--- src/rtl/quad_step_decoder.sv ---
// -----------------------------------------------------------------------------
// quad_step_decoder
//
// Front end for an up/down counter. Two asynchronous quadrature channels (A/B)
// are synchronised, optionally glitch-filtered, and decoded into a one-cycle
// step pulse plus a direction level. Double-edge transitions (both channels
// moving at once) are flagged and counted in a saturating error counter.
//
// Optional feature macro: QUAD_GLITCH_FILTER_EN
//   defined   - each channel has a 4-bit run counter. A new level must be seen
//               FILT_LEN consecutive cycles before it reaches the decoder.
//   undefined - the synchronised levels feed the decoder directly and
//               FILT_LEN has no effect.
//
// Parameters:
//   FILT_LEN  qualification length of the glitch filter (2..15)
//   ERR_W     width of the error counter
//
// Ports:
//   clk      in   rising-edge clock
//   rst      in   asynchronous active-high reset
//   a_in     in   quadrature channel A (asynchronous)
//   b_in     in   quadrature channel B (asynchronous)
//   clr_err  in   synchronous clear of err_cnt (wins over a same-cycle error)
//   step     out  one-cycle pulse per accepted legal edge
//   mode     out  direction of the last step, 1 = up, 0 = down
//   err      out  one-cycle pulse per illegal transition
//   err_cnt  out  saturating count of illegal transitions
// -----------------------------------------------------------------------------
module quad_step_decoder #(
   parameter int FILT_LEN = 3,
   parameter int ERR_W    = 8
) (
   input  logic             clk,
   input  logic             rst,
   input  logic             a_in,
   input  logic             b_in,
   input  logic             clr_err,
   output logic             step,
   output logic             mode,
   output logic             err,
   output logic [ERR_W-1:0] err_cnt
);

   // Three priming states load prev without decoding, then RUN until reset.
   typedef enum logic [1:0] {
      ST_PRIME0,
      ST_PRIME1,
      ST_PRIME2,
      ST_RUN
   } state_t;

   state_t           state_reg, state_next;

   // Channel vectors are packed as {A, B}.
   logic [1:0]       sync0_reg;
   logic [1:0]       sync1_reg;
   logic [1:0]       chan_s;
   logic [1:0]       chan_f;
   logic [1:0]       prev_reg;
   logic             priming;

   logic             step_reg, step_next;
   logic             err_reg, err_next;
   logic             mode_reg, mode_next;
   logic [ERR_W-1:0] err_cnt_reg, err_cnt_next;

   if (FILT_LEN < 2 || FILT_LEN > 15) begin : g_bad_filt_len
      $error("quad_step_decoder: FILT_LEN must lie in 2..15");
   end

   // -------------------------------------------------------------------------
   // Two-flop synchronisers for both channels
   // -------------------------------------------------------------------------
   always_ff @(posedge clk or posedge rst) begin
      if (rst) begin
         sync0_reg <= 2'b00;
         sync1_reg <= 2'b00;
      end else begin
         sync0_reg <= {a_in, b_in};
         sync1_reg <= sync0_reg;
      end
   end

   assign chan_s  = sync1_reg;
   assign priming = (state_reg != ST_RUN);

   // -------------------------------------------------------------------------
   // Accepted levels
   // -------------------------------------------------------------------------
`ifdef QUAD_GLITCH_FILTER_EN
   // The counter value is the number of consecutive mismatching samples seen
   // so far; the sample that would make it reach FILT_LEN commits the level.
   localparam logic [3:0] RUN_LAST = 4'(FILT_LEN - 1);

   genvar gi;
   for (gi = 0; gi < 2; gi++) begin : g_filt
      logic [3:0] run_reg;
      logic       hold_reg;

      always_ff @(posedge clk or posedge rst) begin
         if (rst) begin
            run_reg  <= 4'd0;
            hold_reg <= 1'b0;
         end else if (priming) begin
            // Track the input so RUN starts from the primed level.
            run_reg  <= 4'd0;
            hold_reg <= chan_s[gi];
         end else if (chan_s[gi] == hold_reg) begin
            run_reg  <= 4'd0;
         end else if (run_reg == RUN_LAST) begin
            run_reg  <= 4'd0;
            hold_reg <= chan_s[gi];
         end else begin
            run_reg  <= run_reg + 4'd1;
         end
      end

      assign chan_f[gi] = priming ? chan_s[gi] : hold_reg;
   end
`else
   assign chan_f = chan_s;
`endif

   // -------------------------------------------------------------------------
   // Priming sequencer and quadrature decode
   // -------------------------------------------------------------------------
   always_comb begin
      state_next   = state_reg;
      step_next    = 1'b0;
      err_next     = 1'b0;
      mode_next    = mode_reg;
      err_cnt_next = err_cnt_reg;

      case (state_reg)
         ST_PRIME0: state_next = ST_PRIME1;
         ST_PRIME1: state_next = ST_PRIME2;
         ST_PRIME2: state_next = ST_RUN;
         default: begin
            case ({prev_reg, chan_f})
               // A leads B: 00 -> 10 -> 11 -> 01 -> 00
               4'b00_10, 4'b10_11, 4'b11_01, 4'b01_00: begin
                  step_next = 1'b1;
                  mode_next = 1'b1;
               end
               // B leads A: 00 -> 01 -> 11 -> 10 -> 00
               4'b00_01, 4'b01_11, 4'b11_10, 4'b10_00: begin
                  step_next = 1'b1;
                  mode_next = 1'b0;
               end
               // Both channels moved in one sample: direction is unknowable.
               4'b00_11, 4'b11_00, 4'b10_01, 4'b01_10: begin
                  err_next = 1'b1;
                  if (err_cnt_reg != {ERR_W{1'b1}}) begin
                     err_cnt_next = err_cnt_reg + 1'b1;
                  end
               end
               default: ;
            endcase
         end
      endcase

      // Clear takes priority over a simultaneous increment; err still pulses.
      if (clr_err) begin
         err_cnt_next = '0;
      end
   end

   always_ff @(posedge clk or posedge rst) begin
      if (rst) begin
         state_reg   <= ST_PRIME0;
         prev_reg    <= 2'b00;
         step_reg    <= 1'b0;
         err_reg     <= 1'b0;
         mode_reg    <= 1'b1;
         err_cnt_reg <= '0;
      end else begin
         state_reg   <= state_next;
         prev_reg    <= chan_f;
         step_reg    <= step_next;
         err_reg     <= err_next;
         mode_reg    <= mode_next;
         err_cnt_reg <= err_cnt_next;
      end
   end

   assign step    = step_reg;
   assign err     = err_reg;
   assign mode    = mode_reg;
   assign err_cnt = err_cnt_reg;

endmodule

--- config.mk ---
export PLATFORM = sky130hd
export DESIGN_NAME = quad_step_decoder
export DESIGN_NICKNAME = d
export VERILOG_FILES = /design/src/rtl/quad_step_decoder.sv
export SDC_FILE = /design/constraint.sdc
export NUM_CORES = 1
export LEC_CHECK = 0
export BUFFER_PORTS_ARGS = -buffer_cell sky130_fd_sc_hd__buf_2
export CAP_MARGIN = 20
export CORE_ASPECT_RATIO = 1.1
export CORE_UTILIZATION = 55
export CTS_BUF_LIST = sky130_fd_sc_hd__clkbuf_2
export DETAILED_ROUTE_END_ITERATION = 8
export PLACE_DENSITY_LB_ADDON = 0.08
export SYNTH_ARGS = -nofsm -noshare
export SYNTH_HDL_FRONTEND = slang
export SYNTH_SLANG_ARGS = --single-unit
--- constraint.sdc ---
create_clock -name clk -period 2.18 [get_ports clk]
set_input_delay 0.109 -clock clk [delete_from_list [all_inputs] [get_ports clk]]
set_output_delay 0.109 -clock clk [all_outputs]
set_load 0.02 [all_outputs]
==> results_dict.tcl <==
set metrics [dict create \
    synth.yosys.warnings 0 \
    setup.worst_path.end_class "flop" \
    yosysSeqAreaShare_pct 54.9 \
    rows 14 \
    syn_nets 88 \
    postRouteAntennaNets 0 \
    synth_largest_area_cell "dfrtp_1" \
    max_clock_freq_mhz 584 \
    syn_area_um2 868 \
    grt_pass1_wl_mm 2.58 \
    die_width_um 39.9 \
    power.ir.vdd_worst_mv 0.501 \
    drive_above_1_share_pct 24.0 \
    n_fill_cell 99 \
    starting_density_of_the_core_pct 61.2 \
    die_h_um 43.7 \
    global_route.overflow_total 0 \
    static-leakage-power_uw 0.000507 \
    synthesis.area_per_instance_um2 10.9 \
    htree_levels 1 \
    grt_antenna_before_repair 0 \
    post_synth_num_cell_types 30 \
    wire_per_inst_um 13.3 \
    ys_dominant_reg_cell "dfrtp_1" \
    slew_headroom_pct 53.8 \
    layout_min_cycle_time_ps 1710 \
    cts_resized 0 \
    routed_via_density 5.80 \
    io_buffers 15 \
    cts.sinks 19 \
    hold_violations 0 \
    drtPass1Iterations 4 \
    clkTransAtPathRegs_ps 200 \
    postSynthRegisterBits 19 \
    setup.worst_path.class "flop to flop" \
    grt_util_all_layers_pct 22.1 \
    min_period_over_period_pct 78.5 \
    critPathArrivalTime_ps 1950 \
    ioPinCount 16 \
    post_synth_inst_count 80 \
    grt_pass1_vias 631 \
    clk_latency_ps 340 \
    yosys.area.top_type_share_pct 51.9 \
    post-synth-top-count-cell "dfrtp_1" \
    cts_root_buf "clkbuf_2" \
    clock_tree_buffer_depth 2 \
    insertedDiodeCount 0 \
    flow.area_growth_from_synthesis_pct 16.0 \
    fp.dieArea_um2 1740 \
    gp_congestion 0.823 \
    hpwlAfterDp_mm 1.13 \
    worstMarginPinSlew_ps 692 \
    largest_reg_flops 8 \
    core_region_area_um2 1420 \
    tritoncts "done" \
    number_of_failing_setup_endpoints_in_the_final_timing_report 0 \
    totalPowerFinal_uw 637 \
    layout.nets 109 \
    route.vias.total 673 \
    unrepaired_setup_endpoints_after_global_routing "no" \
    synth_common_cells "dfrtp_1, nand2_1" \
    post_synth_main_area_contributors "dfrtp_1, ha_1, dfstp_2" \
    drt_wl_total_mm 1.55 \
    power_density_nw_per_um2 632 \
    maximum_capacitance_violations 0 \
    async_flop_share_pct 100 \
    maximum_fanout_count_along_the_critical_path 9 \
    status "finished, final reports clean" \
    cp.required_ps 2420 \
    drtIter0Drc 6 \
    worst_clock_skew_ps 11.7 \
    class_of_the_worst_hold_path "input pin to flop" \
    grt_start_max_net_pins 20 \
    drt_drc_violations_left 0 \
    synth-edff-count 0 \
    total_clock_buffers_created_by_cts 3 \
    timing.critical_path.from_type "flop" \
    final-max-slew-violation-count 0 \
    setup_total_negative_slack_ps 0 \
]
-- metrics by stage --
stage | cell area (um^2) | utilization [%] | cells | hold slack, ps | setup slack (ps)
2_1_floorplan | 868 | - | 80 | 59.4 | 554
3_3_place_gp | 955 | 67.3 | 109 | 217 | 558
3_5_place_dp | 955 | 67.3 | 109 | 219 | 509
4_1_cts | 1010 | 71.0 | 116 | 56.7 | 466
5_1_grt | 1010 | 71.0 | 116 | 65.0 | 385
6_report | 1010 | 71.0 | 116 | 61.2 | 469
-- what timing repair did --
item,in CTS,in global routing
buffers inserted,0,0
hold buffers,3,0
endpoints found under the hold margin,20,0
-- final cells by class --
| type | instances | area, um^2 | area share, % |
|---|---|---|---|
| repair buffers | 18 | 105 | 10.4 |
| clock inverters | 1 | 7.51 | 0.745 |
| clock buffers | 3 | 15.0 | 1.49 |
| flip-flops and latches | 19 | 477 | 47.3 |
| multi-input cells | 55 | 368 | 36.5 |
| well taps | 16 | 20.0 | 1.99 |
| inverters | 4 | 15.0 | 1.49 |
-- routing by layer --
metal	up-vias	global-route usage (%)	part of all wire (%)
li1	325	-	-
met1	326	28.0	45
met2	17	35.2	48
met3	5	3.08	4.0
met4	0	12.4	2.8
met5	-	0	0
-- power by group --
group / switching, uW / leakage, uW / total (uW) / internal, uW
Combinational: 52.0 / 0.000261 / 86.1 / 34.1
Clock: 121 / 0.0000126 / 164 / 42.7
Sequential: 12.9 / 0.000233 / 387 / 374
Total: 186 / 0.000507 / 637 / 451
-- cell usage in the layout (no fill, tap or decap), drive strengths merged, types with 3 or more instances in the layout --
cell type    count
dfrtp           18
buf             15
nand2            7
a21oi            4
nor3             4
nor2             4
inv              4
xor2             3
o21ai            3
ha               3
clkbuf           3
dlygate4sd3      3
nand3            3
-- critical path, stage by stage (launching register included) --
cell	delay [ps]
dfrtp_1	440
ha_1	300
and4_1	240
and3_2	230
nand2_1	70
mux2_2	330
-- kinds of logic (layout without fill, tap and decap cells) --
kind of cell               count (synthesis)  in the layout  share of synthesized area [%]
muxes                                      3              3                           3.75
and+or+nand+nor                           33             33                           21.9
adders and majority gates                  3              3                           4.32
buffers and inverters                      6             26                           2.74
AOI/OAI and AO/OA                         11             11                           7.35
xor gates and xnor gates                   5              5                           5.04
DFF                                       19             19                           54.9
-- path summary, 6_finish.rpt --
path / from / endpoint / slack (ps) / cells past startpoint
worst max-delay path: state_reg[0]$_DFFE_PP0N_ / err_cnt[5]$_DFFE_PP0P_ / 470 / 5
worst min-delay path: clr_err / err_cnt[4]$_DFFE_PP0P_ / 60 / 2
worst max register to register: state_reg[0]$_DFFE_PP0N_ / err_cnt[5]$_DFFE_PP0P_ / 470 / 5
worst min register to register: sync0_reg[1]$_DFF_PP0_ / chan_f[1]$_DFF_PP0_ / 380 / 0
max in group asynchronous: rst / err_cnt[4]$_DFFE_PP0P_ / 1350 / 3
min in group asynchronous: rst / sync0_reg[1]$_DFF_PP0_ / 390 / 3
(Power assumes the default switching activity.)
